**config.mk**
```make
export PLATFORM = sky130hd
export DESIGN_NAME = pic_acknowledge_sequencer
export DESIGN_NICKNAME = d
export VERILOG_FILES = /design/src/rtl/pic_acknowledge_sequencer.sv
export SDC_FILE = /design/constraint.sdc
export NUM_CORES = 1
export LEC_CHECK = 0
export BUFFER_PORTS_ARGS = -buffer_cell sky130_fd_sc_hd__buf_4
export CORE_ASPECT_RATIO = 1.75
export CORE_UTILIZATION = 35
export CTS_CLUSTER_SIZE = 30
export DETAILED_ROUTE_END_ITERATION = 12
export SKIP_CTS_REPAIR_TIMING = 1
export SYNTH_ARGS = -nofsm -noshare
export SYNTH_HDL_FRONTEND = slang
export SYNTH_SLANG_ARGS = --single-unit
```
**constraint.sdc**
```tcl
create_clock -name clock -period 1.5 [get_ports clock]
set_input_delay 0.15 -clock clock [delete_from_list [all_inputs] [get_ports clock]]
set_output_delay 0.15 -clock clock [all_outputs]
set_load 0.01 [all_outputs]
```
**src/rtl/pic_acknowledge_sequencer.sv**
```systemverilog
// pic_acknowledge_sequencer: 8259-style INTA handshake sequencer.
// Raises INT for a pending resolved request and counts INTA pulses.
// It freezes the request path, strobes the in-service/IRR-clear bits,
// drives the vector byte(s), and issues end-of-sequence/AEOI strobes.
// Optional MCS-80 three-pulse mode is enabled by defining PIC_MCS80_MODE_EN.
module pic_acknowledge_sequencer (
    input  logic       clock,
    input  logic       reset_n,
    input  logic       interrupt_acknowledge_n,
    input  logic [7:0] highest_request,
    input  logic [7:0] vector_high,
    input  logic [2:0] vector_low,
    input  logic       auto_eoi_config,
    input  logic       u8086_or_mcs80_config,
    output logic       interrupt_to_cpu,
    output logic       freeze,
    output logic       latch_in_service,
    output logic [7:0] acknowledge_interrupt,
    output logic [7:0] clear_interrupt_request,
    output logic       end_of_acknowledge_sequence,
    output logic [7:0] end_of_interrupt,
    output logic [7:0] out_data,
    output logic       out_enable
);

    localparam int unsigned BYTE_W = 8;
    localparam int unsigned LVL_W  = 3;

    typedef enum logic [1:0] {
        ST_IDLE = 2'd0,
        ST_ACK1 = 2'd1,
        ST_ACK2 = 2'd2
`ifdef PIC_MCS80_MODE_EN
        ,
        ST_ACK3 = 2'd3
`endif
    } state_e;

    state_e state_q, state_d;

    logic              inta_q;
    logic              int_q,  int_d;
    logic              frz_q,  frz_d;
    logic              lis_q,  lis_d;
    logic [BYTE_W-1:0] ack_q,  ack_d;
    logic [BYTE_W-1:0] clr_q,  clr_d;
    logic              eoas_q, eoas_d;
    logic [BYTE_W-1:0] eoi_q,  eoi_d;
    logic [BYTE_W-1:0] data_q, data_d;
    logic              oe_q,   oe_d;

    logic              fall_c;
    logic              rise_c;
    logic              mcs80_c;
    logic [LVL_W-1:0]  lvl_c;

    assign fall_c = ~interrupt_acknowledge_n &  inta_q;
    assign rise_c =  interrupt_acknowledge_n & ~inta_q;

`ifdef PIC_MCS80_MODE_EN
    assign mcs80_c = ~u8086_or_mcs80_config;
`else
    logic unused_cfg;
    assign mcs80_c    = 1'b0;
    assign unused_cfg = ^{vector_low, u8086_or_mcs80_config, vector_high[2:0]};
`endif

    // Binary level of the captured one-hot request; spurious maps to level 7
    always_comb begin
        lvl_c = '0;
        for (int i = 0; i < int'(BYTE_W); i++) begin
            if (ack_q[i]) lvl_c = lvl_c | LVL_W'(i);
        end
        if (ack_q == '0) lvl_c = LVL_W'(7);
    end

    // State register
    always_ff @(posedge clock or negedge reset_n) begin
        if (!reset_n) state_q <= ST_IDLE;
        else          state_q <= state_d;
    end

    // Next-state: advance on INTA edges
    always_comb begin
        state_d = state_q;
        case (state_q)
            ST_IDLE: if (fall_c) state_d = ST_ACK1;
            ST_ACK1: if (fall_c) state_d = ST_ACK2;
            ST_ACK2: begin
`ifdef PIC_MCS80_MODE_EN
                if (mcs80_c) begin
                    if (fall_c) state_d = ST_ACK3;
                end else if (rise_c) begin
                    state_d = ST_IDLE;
                end
`else
                if (rise_c) state_d = ST_IDLE;
`endif
            end
`ifdef PIC_MCS80_MODE_EN
            ST_ACK3: if (rise_c) state_d = ST_IDLE;
`endif
            default: state_d = ST_IDLE;
        endcase
    end

    // Output next values: strobes default low, levels hold
    always_comb begin
        int_d  = int_q;
        frz_d  = frz_q;
        lis_d  = 1'b0;
        ack_d  = ack_q;
        clr_d  = '0;
        eoas_d = 1'b0;
        eoi_d  = '0;
        data_d = data_q;
        oe_d   = oe_q;
        case (state_q)
            ST_IDLE: begin
                int_d = |highest_request;
                if (fall_c) begin
                    int_d = 1'b0;
                    frz_d = 1'b1;
                    ack_d = highest_request;
                    lis_d = |highest_request;
                    clr_d = highest_request;
                    if (mcs80_c) begin
                        oe_d   = 1'b1;
                        data_d = 8'hCD;
                    end
                end
            end
            ST_ACK1: begin
                if (rise_c) oe_d = 1'b0;
                if (fall_c) begin
                    oe_d = 1'b1;
`ifdef PIC_MCS80_MODE_EN
                    data_d = mcs80_c ? {vector_low, lvl_c, 2'b00}
                                     : {vector_high[7:3], lvl_c};
`else
                    data_d = {vector_high[7:3], lvl_c};
`endif
                end
            end
            ST_ACK2: begin
`ifdef PIC_MCS80_MODE_EN
                if (mcs80_c) begin
                    if (rise_c) oe_d = 1'b0;
                    if (fall_c) begin
                        oe_d   = 1'b1;
                        data_d = vector_high;
                    end
                end else if (rise_c) begin
                    oe_d   = 1'b0;
                    frz_d  = 1'b0;
                    eoas_d = 1'b1;
                    eoi_d  = auto_eoi_config ? ack_q : '0;
                end
`else
                if (rise_c) begin
                    oe_d   = 1'b0;
                    frz_d  = 1'b0;
                    eoas_d = 1'b1;
                    eoi_d  = auto_eoi_config ? ack_q : '0;
                end
`endif
            end
`ifdef PIC_MCS80_MODE_EN
            ST_ACK3: begin
                if (rise_c) begin
                    oe_d   = 1'b0;
                    frz_d  = 1'b0;
                    eoas_d = 1'b1;
                    eoi_d  = auto_eoi_config ? ack_q : '0;
                end
            end
`endif
            default: ;
        endcase
    end

    // Output and INTA-history registers
    always_ff @(posedge clock or negedge reset_n) begin
        if (!reset_n) begin
            inta_q <= 1'b1;
            int_q  <= 1'b0;
            frz_q  <= 1'b0;
            lis_q  <= 1'b0;
            ack_q  <= '0;
            clr_q  <= '0;
            eoas_q <= 1'b0;
            eoi_q  <= '0;
            data_q <= '0;
            oe_q   <= 1'b0;
        end else begin
            inta_q <= interrupt_acknowledge_n;
            int_q  <= int_d;
            frz_q  <= frz_d;
            lis_q  <= lis_d;
            ack_q  <= ack_d;
            clr_q  <= clr_d;
            eoas_q <= eoas_d;
            eoi_q  <= eoi_d;
            data_q <= data_d;
            oe_q   <= oe_d;
        end
    end

    assign interrupt_to_cpu            = int_q;
    assign freeze                      = frz_q;
    assign latch_in_service            = lis_q;
    assign acknowledge_interrupt       = ack_q;
    assign clear_interrupt_request     = clr_q;
    assign end_of_acknowledge_sequence = eoas_q;
    assign end_of_interrupt            = eoi_q;
    assign out_data                    = data_q;
    assign out_enable                  = oe_q;

endmodule

```
==> key figures, run 1 <==
Logic synthesis
  • Synth area leader: dfrtp_1
  • Post-synth ARST share: 100.0%
  • Post-synth EDFFs: 0
  • Main synth FF type: dfrtp_1
  • Mean Syn Cell Area: 12.72 um^2
  • Yosys reg bits: 40
  • Register area share after synthesis: 63.52%
  • Mapped cell area: 1578 um^2
  • Synth unique cells: 31
  • Synth top cells by count: dfrtp_1, and3_1, a21o_1, and2_1, o21ai_0
  • Synthesis Warnings: 0
  • Cells after Synth: 124
  • Synth area leaders: dfrtp_1, a21o_1, and3_1, mux2_2, and2_1
  • Most frequent cell after synthesis: dfrtp_1
  • Syn Nets: 152
  • Yosys top cell area share: 61.86%

Power and ir drop
  • VDD IR max: 1070 uV
  • P_leak: 1.136 nW
  • Pwr Density: 1824 nW/um^2
  • PnR Total Power: 3.986 mW

STA
  • PnR worst setup slack: 0.03516 ns
  • Min Tclk post-route: 1.465 ns
  • FMAX: 0.6827 GHz
  • Finish-stage setup viols: 0
  • Final Cycle Share: 97.66%
  • Tightest Pin Transition: 0.4823 ns
  • Final slew viol count: 0
  • Setup TNS: 0 ns
  • Fin Hold WS: 0.005919 ns
  • Worst Skew: 0.006498 ns
  • Final Hold Viols: 0
  • Relative slew slack: 67.85%

Setup path
  • Worst Setup End Kind: flop
  • Worst path cell trace: inv_2 > ha_2 > or3_4 > a31oi_1 > o211ai_1
  • Worst EP arrival: 1.63 ns
  • Largest delay share family, worst path: flip-flops
  • Crit start category: flop
  • Worst Path Buf+Inv: 1
  • Critical Path RT: 1.67 ns
  • Kind of critical path: reg2reg
  • Max FO, Critical Path: 4
  • Critical Path Slowest Stage Cell: dfrtp_1
  • Max incr delay on CP: 0.41 ns

Clock network
  • CTS max path bufs: 2
  • Clock latency at the later pin of the worst-skew pair: 0.30 ns
  • TritonCTS Sinks: 40
  • Reg clk slew, reported paths: 0.08 ns
  • H-Tree Depth: 2
  • CTS Buf Count: 5
  • Root Driver: clkbuf_8
  • CTS tree: built

Drt
  • Vias per cell: 5.063
  • Drt pass-1 iters: 4
  • 1st-iter DRT viols: 46
  • Post-route antenna net violation count: 0
  • DRC errors left: 0
  • WL final: 3506 um
  • Vias: 1200
  • Routed wire per std cell: 14.79 um

Global route
  • GRT Resource Usage Total: 16.36%
  • Remaining global-route overflow: 0
  • Largest net degree at the start of global routing: 41
  • Initial antenna violation count: 0
  • Vias in the first global route: 1204
  • First-pass GRT wire length: 5671 um

Flow run
  • Max-cap violations: 0

Layout
  • Final instance area: 2186 um^2
  • Layout area overhead: 38.54%
  • Share of layout cells above drive strength 1: 43.01%
  • Nets: 213
  • Diodes inserted: 0
  • Post-route insts no fill: 237
  • Fin util: 50.09%

Floorplan
  • Initial Utilization: 36.15%
  • Core area: 4364 um^2
  • # IOs: 61
  • Die ar.: 4791 um^2
  • Die Wd: 52.76 um
  • # rows: 32
  • Chip height: 90.82 um

Placed design
  • Placed cell areas: 2042 um^2
  • Minimum setup slack after placement: -0.05539 ns
  • DPL Wire Length: 2661 um
  • # placed instances: 228
  • Gpl congestion: 0.7350
  • Port bufs: 53

Hold path
  • Hold Crit Class: in2reg

Run status
  • Outcome: finished clean
-- metal layers --
layer	wire length (um)	global-route usage (%)
met5	0	0
met4	62	7.675
met3	161	4.209
met2	2025	29.11
met1	1255	16.78
-- sequential cells by signal, summed over array words and instances (netlist names), 2 cells and up --
register	flops
state_q	2
out_data	8
end_of_interrupt	8
acknowledge_interrupt	8
clear_interrupt_request	8
-- report_power, final --
part | internal (mW) | leakage (nW) | switching [mW]
Combinational | 0.788 | 0.577 | 0.672
Sequential | 1.37 | 0.505 | 0.279
Clock | 0.492 | 0.0541 | 0.383
-- layout by cell type, fill, tap and decap left out, types with 2 or more instances in the layout --
master	netlist	routed
buf_4	2	57
dfrtp_1	39	38
and3_1	9	8
and2_1	8	8
a21o_1	8	8
o21ai_0	7	7
mux2_2	5	5
clkbuf_8	0	5
nor2b_1	4	4
a21oi_1	4	4
inv_1	5	3
nor2_1	3	3
inv_2	0	2
nand3b_1	2	2
or4_1	2	2
nand2b_1	2	2
nor4b_1	2	2
nor4_1	2	2
nand2_1	2	2
ha_2	0	2
-- path summary, 6_finish.rpt --
| path | from | to | slack (ns) | cells past startpoint |
|---|---|---|---|---|
| min reg2reg | out_data[0] | out_data[0] | 0.49 | 2 |
| max in group asynchronous | reset_n | state_q[0] | 0.79 | 2 |
| max | state_q[1] | state_q[0] | 0.04 | 5 |
| min | interrupt_acknowledge_n | inta_q | 0.006 | 1 |
| max reg2reg | state_q[1] | state_q[0] | 0.04 | 5 |
| min in group asynchronous | reset_n | freeze | 0.34 | 2 |
-- area by class of cell --
| cell class | instances | area [um^2] |
|---|---|---|
| clock buffer | 5 | 68.82 |
| clock inverter | 3 | 42.54 |
| fill | 388 | 2178 |
| inverter | 5 | 18.77 |
| multi-input combinational | 75 | 550.5 |
| sequential | 40 | 1003 |
| tap | 51 | 63.81 |
| timing repair buffer | 58 | 437.9 |
-- logic make-up after synthesis --
logic type | after synthesis | synth area share (%)
DFF | 40 | 63.52
muxes | 5 | 3.568
buffers and inverters | 9 | 3.092
AOI/OAI and AO/OA | 26 | 10.63
adders and majority gates | 4 | 3.172
and+or+nand+nor | 40 | 16.02
No activity file was read; power rests on OpenSTA's default activity.
==> run 2, diff against run 1 <==
--- a/config.mk
+++ b/config.mk
@@ -5,6 +5,7 @@
 export SDC_FILE = /design/constraint.sdc
 export NUM_CORES = 1
 export LEC_CHECK = 0
+export ABC_AREA = 1
 export BUFFER_PORTS_ARGS = -buffer_cell sky130_fd_sc_hd__buf_4
 export CORE_ASPECT_RATIO = 1.75
 export CORE_UTILIZATION = 35
==> constraint.sdc (replaced) <==
create_clock -name clock -period 1.6 [get_ports clock]
set_input_delay 0.16 -clock clock [delete_from_list [all_inputs] [get_ports clock]]
set_output_delay 0.16 -clock clock [all_outputs]
set_load 0.01 [all_outputs]
==> key figures, run 2 <==
Drt
  • Vias per cell: 4.467 (-12%)
  • WL final: 3294 um (-6.0%)
  • Max layer used: met4
  • Vias: 1291 (+7.6%)
  • Met1 WL: 1331 um (+6.1%)
  • DRC errors left: 0 (unchanged)
  • Met2 wire length: 1747 um (-14%)
  • 1st-iter DRT viols: 19 (-59%)
  • Met3 WL: 134 um (-17%)
  • Drt pass-1 iters: 4 (unchanged)
  • Routed wire per std cell: 11.40 um (-23%)
  • Post-route antenna net violation count: 0 (unchanged)

Logic synthesis
  • Most frequent cell after synthesis: nand2_1
  • Synth area leader: dfrtp_1
  • Yosys reg bits: 40 (unchanged)
  • Synth area leaders: dfrtp_1, nand2_1, nor2_1, inv_1, o21ai_2
  • Synth top cells by count: nand2_1, dfrtp_1, nor2_1, inv_1, o21ai_2
  • Synth unique cells: 18 (-42%)
  • Mapped cell area: 1655 um^2 (+4.9%)
  • Cells after Synth: 177 (+43%)
  • Yosys top cell area share: 58.96% (-2.9 points)
  • Mean Syn Cell Area: 9.352 um^2 (-26%)
  • Post-synth EDFFs: 0 (unchanged)
  • Main synth FF type: dfrtp_1
  • Post-synth ARST share: 100.0% (unchanged)
  • Synthesis Warnings: 0 (unchanged)
  • Register area share after synthesis: 60.54% (-3.0 points)
  • Syn Nets: 205 (+35%)

STA
  • Worst Skew: 0.008170 ns (+0.001673 ns)
  • Relative slew slack: 67.16% (-0.69 points)
  • Final Hold Viols: 0 (unchanged)
  • Fin Hold WS: 0.06674 ns (+0.06082 ns)
  • Final slew viol count: 0 (unchanged)
  • Finish-stage setup viols: 0 (unchanged)
  • Min Tclk post-route: 1.367 ns (-0.09822 ns)
  • Tightest Pin Transition: 0.4926 ns (+0.01033 ns)
  • RSZ-0062 raised after global routing: false
  • Final Cycle Share: 85.41% (-12 points)
  • FMAX: 0.7317 GHz (+7.2%)
  • Setup TNS: 0 ns (unchanged)

Clock network
  • CTS tree: built
  • Clock latency at the later pin of the worst-skew pair: 0.29 ns (about the same)
  • CTS max path bufs: 2 (unchanged)
  • Root Driver: clkbuf_8
  • H-Tree Depth: 2 (unchanged)
  • Reg clk slew, reported paths: 0.07 ns (about the same)
  • TritonCTS Sinks: 40 (unchanged)
  • CTS Buf Count: 5 (unchanged)

Flow run
  • Max-cap violations: 0 (unchanged)

Setup path
  • R2R Path End: acknowledge_interrupt[2]
  • Critical Path RT: 1.77 ns (+0.10 ns)
  • R2r worst-path depth: 5 (unchanged)
  • Max FO, Critical Path: 25 (+21)
  • Reg-to-Reg Start: state_q[0]
  • Kind of critical path: reg2reg
  • Crit start category: flop
  • Worst EP arrival: 1.53 ns (-0.10 ns)
  • Reg2Reg Setup Slack: 0.23 ns (+0.20 ns)
  • Worst Setup End Kind: flop

Floorplan
  • # IOs: 61 (unchanged)
  • Core area: 4484 um^2 (+2.8%)
  • Chip height: 92.98 um (+2.4%)
  • # rows: 32 (unchanged)
  • Die Wd: 53.99 um (+2.3%)
  • Initial Utilization: 36.91% (+0.76 points)
  • Die ar.: 5019 um^2 (+4.8%)

Hold path
  • Worst hold path startpoint: vector_high[4]
  • Hold Crit Class: in2reg
  • Hold EP: out_data[4]
  • Worst Hold Depth: 3 (+2)

Placed design
  • Gpl congestion: 0.8260 (+12%)
  • DPL Wire Length: 2481 um (-6.8%)
  • Port bufs: 53 (unchanged)
  • # placed instances: 279 (+22%)

Power and ir drop
  • P_leak: 1.246 nW (+9.7%)
  • Pwr Density: 1663 nW/um^2 (-8.8%)
  • PnR Total Power: 3.696 mW (-7.3%)
  • VDD IR max: 1036 uV (-3.2%)

Layout
  • Share of layout cells above drive strength 1: 33.61% (-9.4 points)
  • Diodes inserted: 0 (unchanged)
  • Most frequent cells in the layout: buf_4, nand2_1, dfrtp_1
  • Layout area overhead: 34.24%
  • Nets: 265 (+24%)
  • Commonest non-fill, non-tap cell in the layout: buf_4
  • Post-route insts no fill: 289 (+22%)

Run status
  • Outcome: finished clean

Global route
  • Initial antenna violation count: 0 (unchanged)
  • Remaining global-route overflow: 0 (unchanged)
  • GRT Resource Usage Total: 15.15% (-1.2 points)
  • Vias in the first global route: 1239 (+2.9%)
  • First-pass GRT wire length: 5506 um (-2.9%)
  • Largest net degree at the start of global routing: 41 (unchanged)
## run 2: layout make-up
type | instances | area [um^2]
clock buffers | 6 | 72.57
clock inverters | 2 | 35.03
fillers | 466 | 2262
inverters | 28 | 105.1
multi-input cells | 107 | 525.5
flip-flops and latches | 40 | 1002
well taps | 51 | 63.81
repair buffers | 55 | 417.9
## run 2: critical path: stages, from the launching register on
cell	delay, ns
dfrtp_1	0.41
inv_1	0.11
ha_1	0.29
nand2_4	0.23
nand2_1	0.14
o21ai_2	0.05
## run 2: report_power, final
part	total (mW)	switching [mW]	internal [mW]
logic	1.40	0.762	0.636
registers	1.51	0.207	1.30
clock network	0.792	0.329	0.463
total	3.70	1.30	2.40
## run 2: cells by family (layout without fill, tap and decap cells)
logic type                 count (synthesis)  after routing  share of synthesized area, %
AOI/OAI and AO/OA                         14             14                         6.198
DFF                                       40             40                         60.54
and+or+nand+nor                           89             89                         22.52
buffers and inverters                     30             91                         7.710
adders and majority gates                  4              4                         3.024
## run 2: how the worst max path moves through the flow
stage	startpoint	end	cells after the start
after floorplan	state_q[0]	state_q[0]	6
after global placement	state_q[0]	acknowledge_interrupt[1]	5
after global routing	state_q[0]	acknowledge_interrupt[1]	5
after CTS	state_q[0]	acknowledge_interrupt[2]	5
final	state_q[0]	acknowledge_interrupt[2]	5
after detailed placement	state_q[1]	acknowledge_interrupt[2]	5
## run 2: routing by layer
metal	vias up	GRT usage [%]
li1	655	-
met5	-	0
met2	33	24.90
met1	596	17.62
met3	7	3.902
met4	0	7.265
## run 2: metrics by stage
stage | setup slack, ns | cell area, um^2 | util (%)
5_1_grt | 0.07745 | 2222 | 49.55
3_5_place_dp | 0.2482 | 2095 | 46.71
2_1_floorplan | 0.4185 | 1655 | -
4_1_cts | 0.2253 | 2202 | 49.11
3_3_place_gp | 0.2715 | 2095 | 46.71
6_report | 0.2334 | 2222 | 49.55
==> run 3, diff against run 2 <==
--- a/config.mk
+++ b/config.mk
@@ -8,9 +8,10 @@
 export ABC_AREA = 1
 export BUFFER_PORTS_ARGS = -buffer_cell sky130_fd_sc_hd__buf_4
 export CORE_ASPECT_RATIO = 1.75
-export CORE_UTILIZATION = 35
+export CORE_UTILIZATION = 52
 export CTS_CLUSTER_SIZE = 30
 export DETAILED_ROUTE_END_ITERATION = 12
+export PLACE_DENSITY = 0.84
 export SKIP_CTS_REPAIR_TIMING = 1
 export SYNTH_ARGS = -nofsm -noshare
 export SYNTH_HDL_FRONTEND = slang
==> constraint.sdc (replaced) <==
create_clock -name clock -period 1.7 [get_ports clock]
set_input_delay 0.17 -clock clock [delete_from_list [all_inputs] [get_ports clock]]
set_output_delay 0.17 -clock clock [all_outputs]
set_load 0.01 [all_outputs]
==> key figures, run 3 (synthesis gave the netlist of run 2 again) <==
Floorplan
  • Chip height: 76.64 um (-18%)
  • Core area: 2960 um^2 (-34%)
  • # IOs: 61 (unchanged)
  • Die ar.: 3422 um^2 (-32%)
  • Initial Utilization: 55.92% (+19 points)
  • # rows: 26 (-19%)
  • Die Wd: 44.65 um (-17%)

Setup path
  • Reg2Reg Setup Slack: 0.34 ns (+0.10 ns)
  • Worst EP arrival: 1.53 ns (about the same)
  • Worst Setup End Kind: flop
  • Critical Path Slowest Stage Cell: dfrtp_1
  • Max incr delay on CP: 0.41 ns (about the same)
  • Crit start category: flop
  • Kind of critical path: reg2reg
  • Critical Path RT: 1.87 ns (+0.10 ns)
  • Worst path cell trace: inv_1 > ha_1 > nand2_4 > nand2_1 > o21ai_2
  • Max FO, Critical Path: 25 (unchanged)

Global route
  • Initial antenna violation count: 0 (unchanged)
  • Vias in the first global route: 1273 (+2.7%)
  • M2 GR Usage: 38.38% (+13 points)
  • First-pass GRT wire length: 5306 um (-3.6%)
  • Gr busiest metal: met2
  • Met3 usage: 6.635% (+2.7 points)
  • Global Route met1 Usage: 21.14% (+3.5 points)
  • Largest net degree at the start of global routing: 41 (unchanged)
  • Remaining global-route overflow: 0 (unchanged)
  • GRT Resource Usage Total: 21.08% (+5.9 points)

Power and ir drop
  • PnR Total Power: 3.369 mW (-8.9%)
  • P_leak: 1.237 nW (-0.78%)
  • VDD IR max: 1124 uV (+8.6%)
  • Pwr Density: 1536 nW/um^2 (-7.7%)

Clock network
  • Root Driver: clkbuf_8
  • Clock latency at the later pin of the worst-skew pair: 0.29 ns (about the same)
  • CTS Buf Count: 5 (unchanged)
  • CTS max path bufs: 2 (unchanged)
  • Reg clk slew, reported paths: 0.07 ns (about the same)
  • TritonCTS Sinks: 40 (unchanged)
  • H-Tree Depth: 2 (unchanged)
  • CTS tree: built

Layout
  • Share of layout cells above drive strength 1: 33.19% (-0.42 points)
  • Diodes inserted: 0 (unchanged)
  • Nets: 265 (unchanged)
  • Most frequent cells in the layout: buf_4, nand2_1, dfrtp_1
  • FILL cells: 211 (-55%)
  • Layout area overhead: 32.50%
  • Commonest non-fill, non-tap cell in the layout: buf_4

Drt
  • DRC errors left: 0 (unchanged)
  • Routed wire per std cell: 11.63 um (+2.0%)
  • WL final: 3255 um (-1.2%)
  • Drt pass-1 iters: 4 (unchanged)
  • 1st-iter DRT viols: 40 (+21)
  • Vias: 1296 (+0.39%)
  • Vias per cell: 4.629 (+3.6%)
  • Post-route antenna net violation count: 0 (unchanged)

STA
  • Final Cycle Share: 80.18% (-5.2 points)
  • Final Hold Viols: 0 (unchanged)
  • Min Tclk post-route: 1.363 ns (-0.003545 ns)
  • Worst Skew: 0.003314 ns (-0.004856 ns)
  • Tightest Pin Transition: 0.4837 ns (-0.008894 ns)
  • Relative slew slack: 67.75% (+0.59 points)
  • Final slew viol count: 0 (unchanged)
  • FMAX: 0.7336 GHz (+0.26%)
  • RSZ-0062 raised after global routing: false
  • Finish-stage setup viols: 0 (unchanged)
  • Setup TNS: 0 ns (unchanged)

Flow run
  • Max-cap violations: 0 (unchanged)

Run status
  • Outcome: finished clean

Hold path
  • Hold Crit Class: in2reg

Placed design
  • Gpl congestion: 0.8039 (-2.7%)
  • DPL Wire Length: 2307 um (-7.0%)
  • Port bufs: 53 (unchanged)
==> run 3: cell count changes in the layout (fill, tap and decap cells not counted), sizes merged <==
cell    previous run  this run
clkinv             1         0
clkbuf             6         8
bufinv             1         0
==> run 3: final timing paths <==
path / to / from / cells after the start
max: acknowledge_interrupt[3] / state_q[0] / 5
min: out_data[3] / vector_high[3] / 3
max reg2reg: acknowledge_interrupt[3] / state_q[0] / 5
min reg2reg: out_data[0] / out_data[0] / 2
max in group asynchronous: inta_q / reset_n / 2
min in group asynchronous: out_data[3] / reset_n / 2
==> run 3: final cells by class <==
cell class	instances	area (um^2)	area share [%]
clock buffers	8	90.09	4.107
inverters	28	105.1	4.792
multi-input cells	107	525.5	23.96
flip-flops and latches	40	1002	45.69
well taps	42	52.55	2.396
repair buffers	55	417.9	19.05
==> run 3: critical path: cells and delay by family, from the launching register on <==
family | cells | cell delay [ns]
buffers and inverters | 1 | 0.11
AOI/OAI and AO/OA | 1 | 0.06
and+or+nand+nor | 2 | 0.38
adders and majority gates | 1 | 0.29
DFF | 1 | 0.41
==> run 3: power breakdown <==
| group | leakage [nW] | switching (mW) | internal (mW) |
|---|---|---|---|
| combinational | 0.679 | 0.730 | 0.598 |
| clock | 0.0455 | 0.292 | 0.330 |
| sequential | 0.512 | 0.195 | 1.22 |
==> run 3: routing by layer <==
layer / share of wire [%] / vias up
met4: 1.7 / 0
met3: 5.6 / 5
met5: 0 / -
li1: - / 648
met2: 55 / 42
met1: 38 / 601
==> run 3: stage by stage <==
stage	setup slack, ns	cells	area [um^2]	utilization, %	hold WS, ns
after floorplan	0.5185	177	1655	-	-0.1256
after global placement	0.3947	270	2083	70.37	0.1640
after detailed placement	0.3683	270	2083	70.37	0.1669
after CTS	0.3178	278	2173	73.41	-0.1430
after global routing	0.2099	280	2193	74.09	0.08446
final	0.3369	280	2193	74.09	0.07965
